### config.mk
export PLATFORM = sky130hd
export DESIGN_NAME = plane_move_ctrl
export DESIGN_NICKNAME = d
export VERILOG_FILES = /design/src/rtl/plane_move_ctrl.sv
export SDC_FILE = /design/constraint.sdc
export NUM_CORES = 1
export LEC_CHECK = 0
export BUFFER_PORTS_ARGS = -buffer_cell sky130_fd_sc_hd__buf_4
export CAP_MARGIN = 20
export CORE_MARGIN = 2
export CORE_UTILIZATION = 40
export DETAILED_ROUTE_END_ITERATION = 10
export SYNTH_ARGS = -nofsm -noshare
export SYNTH_HDL_FRONTEND = slang
export SYNTH_SLANG_ARGS = --single-unit
### constraint.sdc
create_clock -name clk -period 4.4 [get_ports clk]
set_clock_uncertainty 0.2 [all_clocks]
set_input_delay 0.88 -clock clk [delete_from_list [all_inputs] [get_ports clk]]
set_output_delay 0.88 -clock clk [all_outputs]
set_load 0.02 [all_outputs]
### src/rtl/plane_move_ctrl.sv
// Player plane position controller: one step per press, auto-repeat while held, clamped to the playfield.
// Latency: move_en_i before edge N -> position and pos_upd_o change at edge N+1; strobes are registered.
// No backpressure: freeze_i suppresses all movement and sends the FSM back to IDLE.
module plane_move_ctrl #(
  parameter int X_W           = 10,
  parameter int Y_W           = 9,
  parameter int SCREEN_W      = 640,
  parameter int SCREEN_H      = 480,
  parameter int PLANE_W       = 32,
  parameter int PLANE_H       = 32,
  parameter int INIT_X        = 304,
  parameter int INIT_Y        = 440,
  parameter int STEP          = 4,
  parameter int REPEAT_DELAY  = 2_500_000,
  parameter int REPEAT_PERIOD = 500_000
) (
  input  logic           clk,
  input  logic           rst,
  input  logic           move_en_i,
  input  logic [1:0]     direct_i,
  input  logic           freeze_i,
  output logic [X_W-1:0] pos_x_o,
  output logic [Y_W-1:0] pos_y_o,
  output logic           pos_upd_o,
  output logic           blocked_o
);

  localparam logic [1:0] DIR_UP    = 2'b00;
  localparam logic [1:0] DIR_DOWN  = 2'b01;
  localparam logic [1:0] DIR_LEFT  = 2'b10;
  localparam logic [1:0] DIR_RIGHT = 2'b11;

  // Counter only ever holds DELAY-1 or PERIOD-1, so size it for the larger of the two.
  localparam int CNT_MAX = (REPEAT_DELAY > REPEAT_PERIOD) ? REPEAT_DELAY : REPEAT_PERIOD;
  localparam int CNT_W   = $clog2(CNT_MAX);

  localparam logic [CNT_W-1:0] DLY_LD = CNT_W'(REPEAT_DELAY - 1);
  localparam logic [CNT_W-1:0] PER_LD = CNT_W'(REPEAT_PERIOD - 1);

  // Step arithmetic runs one bit wider so additions cannot wrap before clamping.
  localparam logic [X_W:0] X_MAX  = (X_W+1)'(SCREEN_W - PLANE_W);
  localparam logic [Y_W:0] Y_MAX  = (Y_W+1)'(SCREEN_H - PLANE_H);
  localparam logic [X_W:0] STEP_X = (X_W+1)'(STEP);
  localparam logic [Y_W:0] STEP_Y = (Y_W+1)'(STEP);

  typedef enum logic [1:0] {
    S_IDLE   = 2'd0,
    S_HOLD   = 2'd1,
    S_REPEAT = 2'd2
  } state_t;

  state_t           state_q, state_d;
  logic [CNT_W-1:0] cnt_q, cnt_d;
  logic             men_q, men_d;
  logic [1:0]       dir_q, dir_d;
  logic [1:0]       dir_act_q, dir_act_d;
  logic [X_W-1:0]   pos_x_q, pos_x_d;
  logic [Y_W-1:0]   pos_y_q, pos_y_d;
  logic             pos_upd_q, pos_upd_d;
  logic             blocked_q, blocked_d;

  logic             do_step;
  logic [X_W:0]     x_ext, x_dec, x_inc, x_sel;
  logic [Y_W:0]     y_ext, y_dec, y_inc, y_sel;
  logic             moved;

  // Press/hold/repeat sequencing; release and freeze always win over a pending step.
  always_comb begin
    state_d   = state_q;
    cnt_d     = cnt_q;
    dir_act_d = dir_act_q;
    men_d     = move_en_i;
    dir_d     = direct_i;
    do_step   = 1'b0;
    case (state_q)
      S_IDLE: begin
        if (men_q && !freeze_i) begin
          do_step   = 1'b1;
          cnt_d     = DLY_LD;
          dir_act_d = dir_q;
          state_d   = S_HOLD;
        end
      end
      default: begin
        if (!men_q || freeze_i) begin
          state_d = S_IDLE;
        end else if (dir_q != dir_act_q) begin
          // A new direction restarts the initial delay, even if the counter expired now.
          do_step   = 1'b1;
          cnt_d     = DLY_LD;
          dir_act_d = dir_q;
          state_d   = S_HOLD;
        end else if (cnt_q == '0) begin
          do_step = 1'b1;
          cnt_d   = PER_LD;
          state_d = S_REPEAT;
        end else begin
          cnt_d = cnt_q - CNT_W'(1);
        end
      end
    endcase
  end

  // Clamped next position for the registered direction, plus the update/blocked outcome.
  always_comb begin
    x_ext = {1'b0, pos_x_q};
    y_ext = {1'b0, pos_y_q};
    x_dec = (x_ext >= STEP_X) ? (x_ext - STEP_X) : '0;
    y_dec = (y_ext >= STEP_Y) ? (y_ext - STEP_Y) : '0;
    x_inc = ((x_ext + STEP_X) > X_MAX) ? X_MAX : (x_ext + STEP_X);
    y_inc = ((y_ext + STEP_Y) > Y_MAX) ? Y_MAX : (y_ext + STEP_Y);
    x_sel = x_ext;
    y_sel = y_ext;
    case (dir_q)
      DIR_UP:    y_sel = y_dec;
      DIR_DOWN:  y_sel = y_inc;
      DIR_LEFT:  x_sel = x_dec;
      DIR_RIGHT: x_sel = x_inc;
    endcase
    moved     = (x_sel != x_ext) || (y_sel != y_ext);
    pos_x_d   = do_step ? x_sel[X_W-1:0] : pos_x_q;
    pos_y_d   = do_step ? y_sel[Y_W-1:0] : pos_y_q;
    pos_upd_d = do_step && moved;
    blocked_d = do_step && !moved;
  end

  // All state, including the input stage and registered strobes.
  always_ff @(posedge clk or posedge rst) begin
    if (rst) begin
      state_q   <= S_IDLE;
      cnt_q     <= '0;
      men_q     <= 1'b0;
      dir_q     <= 2'b00;
      dir_act_q <= 2'b00;
      pos_x_q   <= X_W'(INIT_X);
      pos_y_q   <= Y_W'(INIT_Y);
      pos_upd_q <= 1'b0;
      blocked_q <= 1'b0;
    end else begin
      state_q   <= state_d;
      cnt_q     <= cnt_d;
      men_q     <= men_d;
      dir_q     <= dir_d;
      dir_act_q <= dir_act_d;
      pos_x_q   <= pos_x_d;
      pos_y_q   <= pos_y_d;
      pos_upd_q <= pos_upd_d;
      blocked_q <= blocked_d;
    end
  end

  assign pos_x_o   = pos_x_q;
  assign pos_y_o   = pos_y_q;
  assign pos_upd_o = pos_upd_q;
  assign blocked_o = blocked_q;

endmodule
==> PnR_summary.wiki <==
{| class="wikitable"
! Metric !! Value
|-
| Detail Route met3 WL || around 850 um
|-
| Worst Slack Setup Final || between 0.8 and 0.9 ns
|-
| Register area || roughly 1300 um^2
|-
| Period Utilization, post-route || 0.818
|-
| Normalized max-slew margin || 0.393
|-
| CTS-repair resized insts || 0
|-
| Routed metal-1 wire length || 4.87 mm
|-
| Final GP Congestion || ~0.9
|-
| Cell type of the slowest stage on the worst timing path || sky130_fd_sc_hd__a2111oi_0
|-
| Peak per-stage delay on the critical path || 0.81 ns
|-
| Startpoint type of the worst setup path || flop
|-
| Count of H-tree levels built during CTS || 2
|-
| Worst-margin pin slew || slightly below 0.9 ns
|-
| Endpoints failing setup || 0
|-
| Synth-to-Final Area Change || 8.68%
|-
| Synthesis warning total || 0
|-
| Vias in the first global route || 3,639
|-
| Minimum setup slack after placement || approximately 0.9 ns
|-
| Top post-synthesis cells by area || sky130_fd_sc_hd__dfrtp_1, sky130_fd_sc_hd__dfstp_2, sky130_fd_sc_hd__o21ai_0
|-
| CP cell instances || ha_1, xnor2_1, nand4_1, and2_1, a2111oi_0, o221ai_1, nor4_1, and2_1
|-
| RSZ-0062 raised after global routing || false
|-
| Initial cell density of the core || 0.409
|-
| Overflow left after global routing || 0
|-
| Clock group share of total power || 0.140
|-
| Capture instance of the worst register-to-register path || blocked_o
|-
| Number of core rows || 36
|-
| Internal power component || roughly 1 mW
|-
| Synthesized cell area || slightly below 4000 um^2
|-
| Hold-fix buffers at CTS || 0
|-
| Core outline area || between 9000 and 10,000 um^2
|-
| Largest area contributor in the synthesized netlist || sky130_fd_sc_hd__dfrtp_1
|-
| Combined global-route utilization of all metal layers || 0.207
|-
| Yosys reg bits || 50
|-
| Critical Path Sink Type || flop
|-
| Number of design rule violations left after detail routing || 0
|-
| P_sw || around 0.9 mW
|-
| Pin count of the biggest net entering global routing || 32
|-
| Arrival @ worst endpoint || 3.64 ns
|-
| Outcome || completed
|-
| Min-Delay Path Class || flop to flop
|-
| Global-route wire length before repair || ~19 mm
|-
| Post-layout utilization of the core || 0.445
|-
| Cell count along the critical path || 8
|-
| Post-Synthesis Cells || approximately 500
|-
| Worst vdd ir || 0.142 mV
|-
| Number of design-rule violations left by the first detailed-router iteration || 319
|-
| Number of sinks handled by clock tree synthesis || 50
|-
| Fraction of post-synthesis cell area in the top cell type by area || 0.265
|-
| Period minus WS final || 3.60 ns
|-
| Number of cells in the design after placement || roughly 630
|-
| Clock tree from TritonCTS || done
|-
| Setup fix buffers added after clock tree synthesis || 0
|-
| Critical hold path startpoint || cnt_q[17]
|-
| Main synth FF type || sky130_fd_sc_hd__dfrtp_1
|-
| Worst hold endpoint || cnt_q[17]
|-
| Clock root cell || sky130_fd_sc_hd__clkbuf_8
|-
| Kind of critical path || flop to flop
|-
| Initial antenna violation count || 0
|-
| Final non-filler cell total || ~640
|-
| Combinational share of power || 0.441
|-
| Top post-synthesis cells by count || sky130_fd_sc_hd__nor2_1, sky130_fd_sc_hd__nand2_1, sky130_fd_sc_hd__dfrtp_1
|-
| Met2 wire length || between 5 and 6 mm
|-
| Synthesized area divided by synthesized cell count || 7.98 um^2
|-
| Top-level I/O count || 27
|-
| Post-synth ARST share || 1.00
|-
| Diode insertion count for antenna repair || 0
|-
| Port Buffers || 26
|-
| Clock transition at the registers of the reported paths || 0.10 ns
|-
| Cell area after placement || 4220 um^2
|-
| Total die area || 10,700 um^2
|-
| Number of maximum-capacitance constraint violations || 0
|-
| Total area of multi-input combinational cells || approximately 2500 um^2
|-
| Cell depth of the worst min-delay path || 1
|-
| Final cell area excluding filler cells || 4310 um^2
|-
| Count of unique library cells instantiated by Yosys || between 70 and 80
|-
| Hpwl dp || a little under 8 mm
|-
| Height of the die || 104 um
|-
| Most frequent cell after synthesis || sky130_fd_sc_hd__nor2_1
|-
| Number of nets in the synthesized netlist || 511
|-
| Worst Path Max Fanout || 19
|-
| Maximum clock path buffer count || 2
|-
| Final hold violations || 0
|-
| Fraction of layout cells with a size suffix above 1 || 0.145
|-
| FMAX || ~280 MHz
|-
| Skew-Pair Late Insertion Delay || approximately 0.30 ns
|-
| Average wire per standard cell || ~18 um
|-
| Number of synthesized flops with an enable pin || 0
|-
| Start of the worst register-to-register path || pos_x_o[2]
|-
| Worst path required time || 4.44 ns
|-
| Total leakage power || between 1.5 and 2 nW
|-
| Share of power burned in registers || 0.419
|-
| Final #Nets || around 520
|-
| Total CTS buffers || 5
|-
| Post-detailed-route count of antenna-violating nets || 0
|-
| Top layer used by detailed routing || met4
|-
| Aggregate negative setup slack || 0 ns
|-
| Worst Path Buf+Inv || 0
|-
| Filler Cells Inserted || 955
|-
| TritonRoute pass-1 iters || 6
|-
| Overall routed net length || around 11 mm
|-
| R2R depth || 8
|-
| Die Width || between 100 and 150 um
|-
| Top Family by Delay on Critical Path || compound AO/OA/AOI/OAI gates
|-
| Vias after detailed routing || around 3,900
|-
| R2R Setup Slk || between 0.8 and 0.9 ns
|-
| Final Max Slew Viols || 0
|-
| Top cell by count, worst path || sky130_fd_sc_hd__and2_1
|-
| Portion of the post-synthesis area used by sequential elements || 0.318
|-
| Per-cell via count in the routed design || a little over 6
|-
| Power density of the placed cells || about 450 nW/um^2
|-
| Switching portion of total power || 0.467
|}
## cells by family after synthesis
group / share of synthesized area
xor gates and xnor gates: 0.0221
muxes: 0.0155
adders and majority gates: 0.0252
DFF: 0.318
and+or+nand+nor: 0.301
buffers and inverters: 0.0527
AOI/OAI and AO/OA: 0.265
## worst register-to-register path: stages (launching register included)
cell and delay [ns]:
sky130_fd_sc_hd__dfrtp_1 0.75, sky130_fd_sc_hd__ha_1 0.44, sky130_fd_sc_hd__xnor2_1 0.17, sky130_fd_sc_hd__nand4_1 0.15
sky130_fd_sc_hd__and2_1 0.21, sky130_fd_sc_hd__a2111oi_0 0.81, sky130_fd_sc_hd__o221ai_1 0.23, sky130_fd_sc_hd__nor4_1 0.41
sky130_fd_sc_hd__and2_1 0.18
## sequential cells by signal, summed over array words and instances, names as in the netlist, 2 cells and up
signal	flops
cnt_q	22
pos_x_o	10
pos_y_o	9
dir_act_q	2
dir_q	2
state_q	2
## how the worst max path moves through the flow
stage	start	to	slack, ns
6_report	pos_x_o[2]	blocked_o	0.80
3_5_place_dp	pos_y_o[2]	blocked_o	0.88
2_1_floorplan	pos_y_o[2]	blocked_o	1.23
4_1_cts	pos_x_o[2]	blocked_o	0.85
5_1_grt	pos_x_o[2]	blocked_o	0.55
3_3_place_gp	pos_x_o[2]	blocked_o	0.92
## stage by stage
| step | hold slack (ns) | power, mW |
|---|---|---|
| floorplan | 0.242 | 1.38 |
| global placement | 0.271 | 1.64 |
| detailed placement | 0.275 | 1.65 |
| CTS | 0.289 | 1.93 |
| global route | 0.333 | 2.07 |
| finish | 0.289 | 1.94 |
## area by class of cell
class,count,share of cell area
Multi-Input combinational cell,398,0.579
Timing Repair Buffer,33,0.0575
Tap cell,133,0.0386
Sequential cell,50,0.293
Inverter,14,0.0122
Clock buffer,6,0.0168
Clock inverter,2,0.00319
## per-layer routing
| layer | GRT usage | vias up |
|---|---|---|
| met5 | 0 | - |
| met4 | 0.0743 | 0 |
| met3 | 0.0334 | 22 |
| met2 | 0.324 | 171 |
| met1 | 0.289 | 1854 |
| li1 | - | 1870 |
## power groups by stage
| stage | Combinational, mW | Clock (mW) | Sequential (mW) |
|---|---|---|---|
| floorplan | 0.680 | 0 | 0.702 |
| global placement | 0.838 | 0 | 0.806 |
| detailed placement | 0.843 | 0 | 0.809 |
| CTS | 0.848 | 0.282 | 0.800 |
| global route | 0.935 | 0.303 | 0.833 |
| finish | 0.854 | 0.271 | 0.811 |
## cells in the final DEF (no fill, tap or decap), types with 5 or more instances in the layout
| cell type | instances |
|---|---|
| sky130_fd_sc_hd__nor2_1 | 48 |
| sky130_fd_sc_hd__nand2_1 | 45 |
| sky130_fd_sc_hd__dfrtp_1 | 42 |
| sky130_fd_sc_hd__o21ai_0 | 37 |
| sky130_fd_sc_hd__a21oi_1 | 34 |
| sky130_fd_sc_hd__buf_4 | 33 |
| sky130_fd_sc_hd__nor3_1 | 24 |
| sky130_fd_sc_hd__inv_1 | 13 |
| sky130_fd_sc_hd__o31ai_1 | 13 |
| sky130_fd_sc_hd__or3_1 | 11 |
| sky130_fd_sc_hd__nand4_1 | 10 |
| sky130_fd_sc_hd__a31oi_1 | 9 |
| sky130_fd_sc_hd__nand3_1 | 9 |
| sky130_fd_sc_hd__nand2b_1 | 8 |
| sky130_fd_sc_hd__nor4_1 | 8 |
| sky130_fd_sc_hd__ha_1 | 8 |
| sky130_fd_sc_hd__dfstp_2 | 8 |
| sky130_fd_sc_hd__xnor2_1 | 7 |
| sky130_fd_sc_hd__and2_1 | 7 |
| sky130_fd_sc_hd__or2_2 | 7 |
| sky130_fd_sc_hd__o41ai_1 | 6 |
| sky130_fd_sc_hd__nor3b_1 | 5 |
| sky130_fd_sc_hd__and3_1 | 5 |
| sky130_fd_sc_hd__mux2i_1 | 5 |
| sky130_fd_sc_hd__and4_1 | 5 |
| sky130_fd_sc_hd__clkbuf_8 | 5 |
Power figures use the tool's default switching activity.
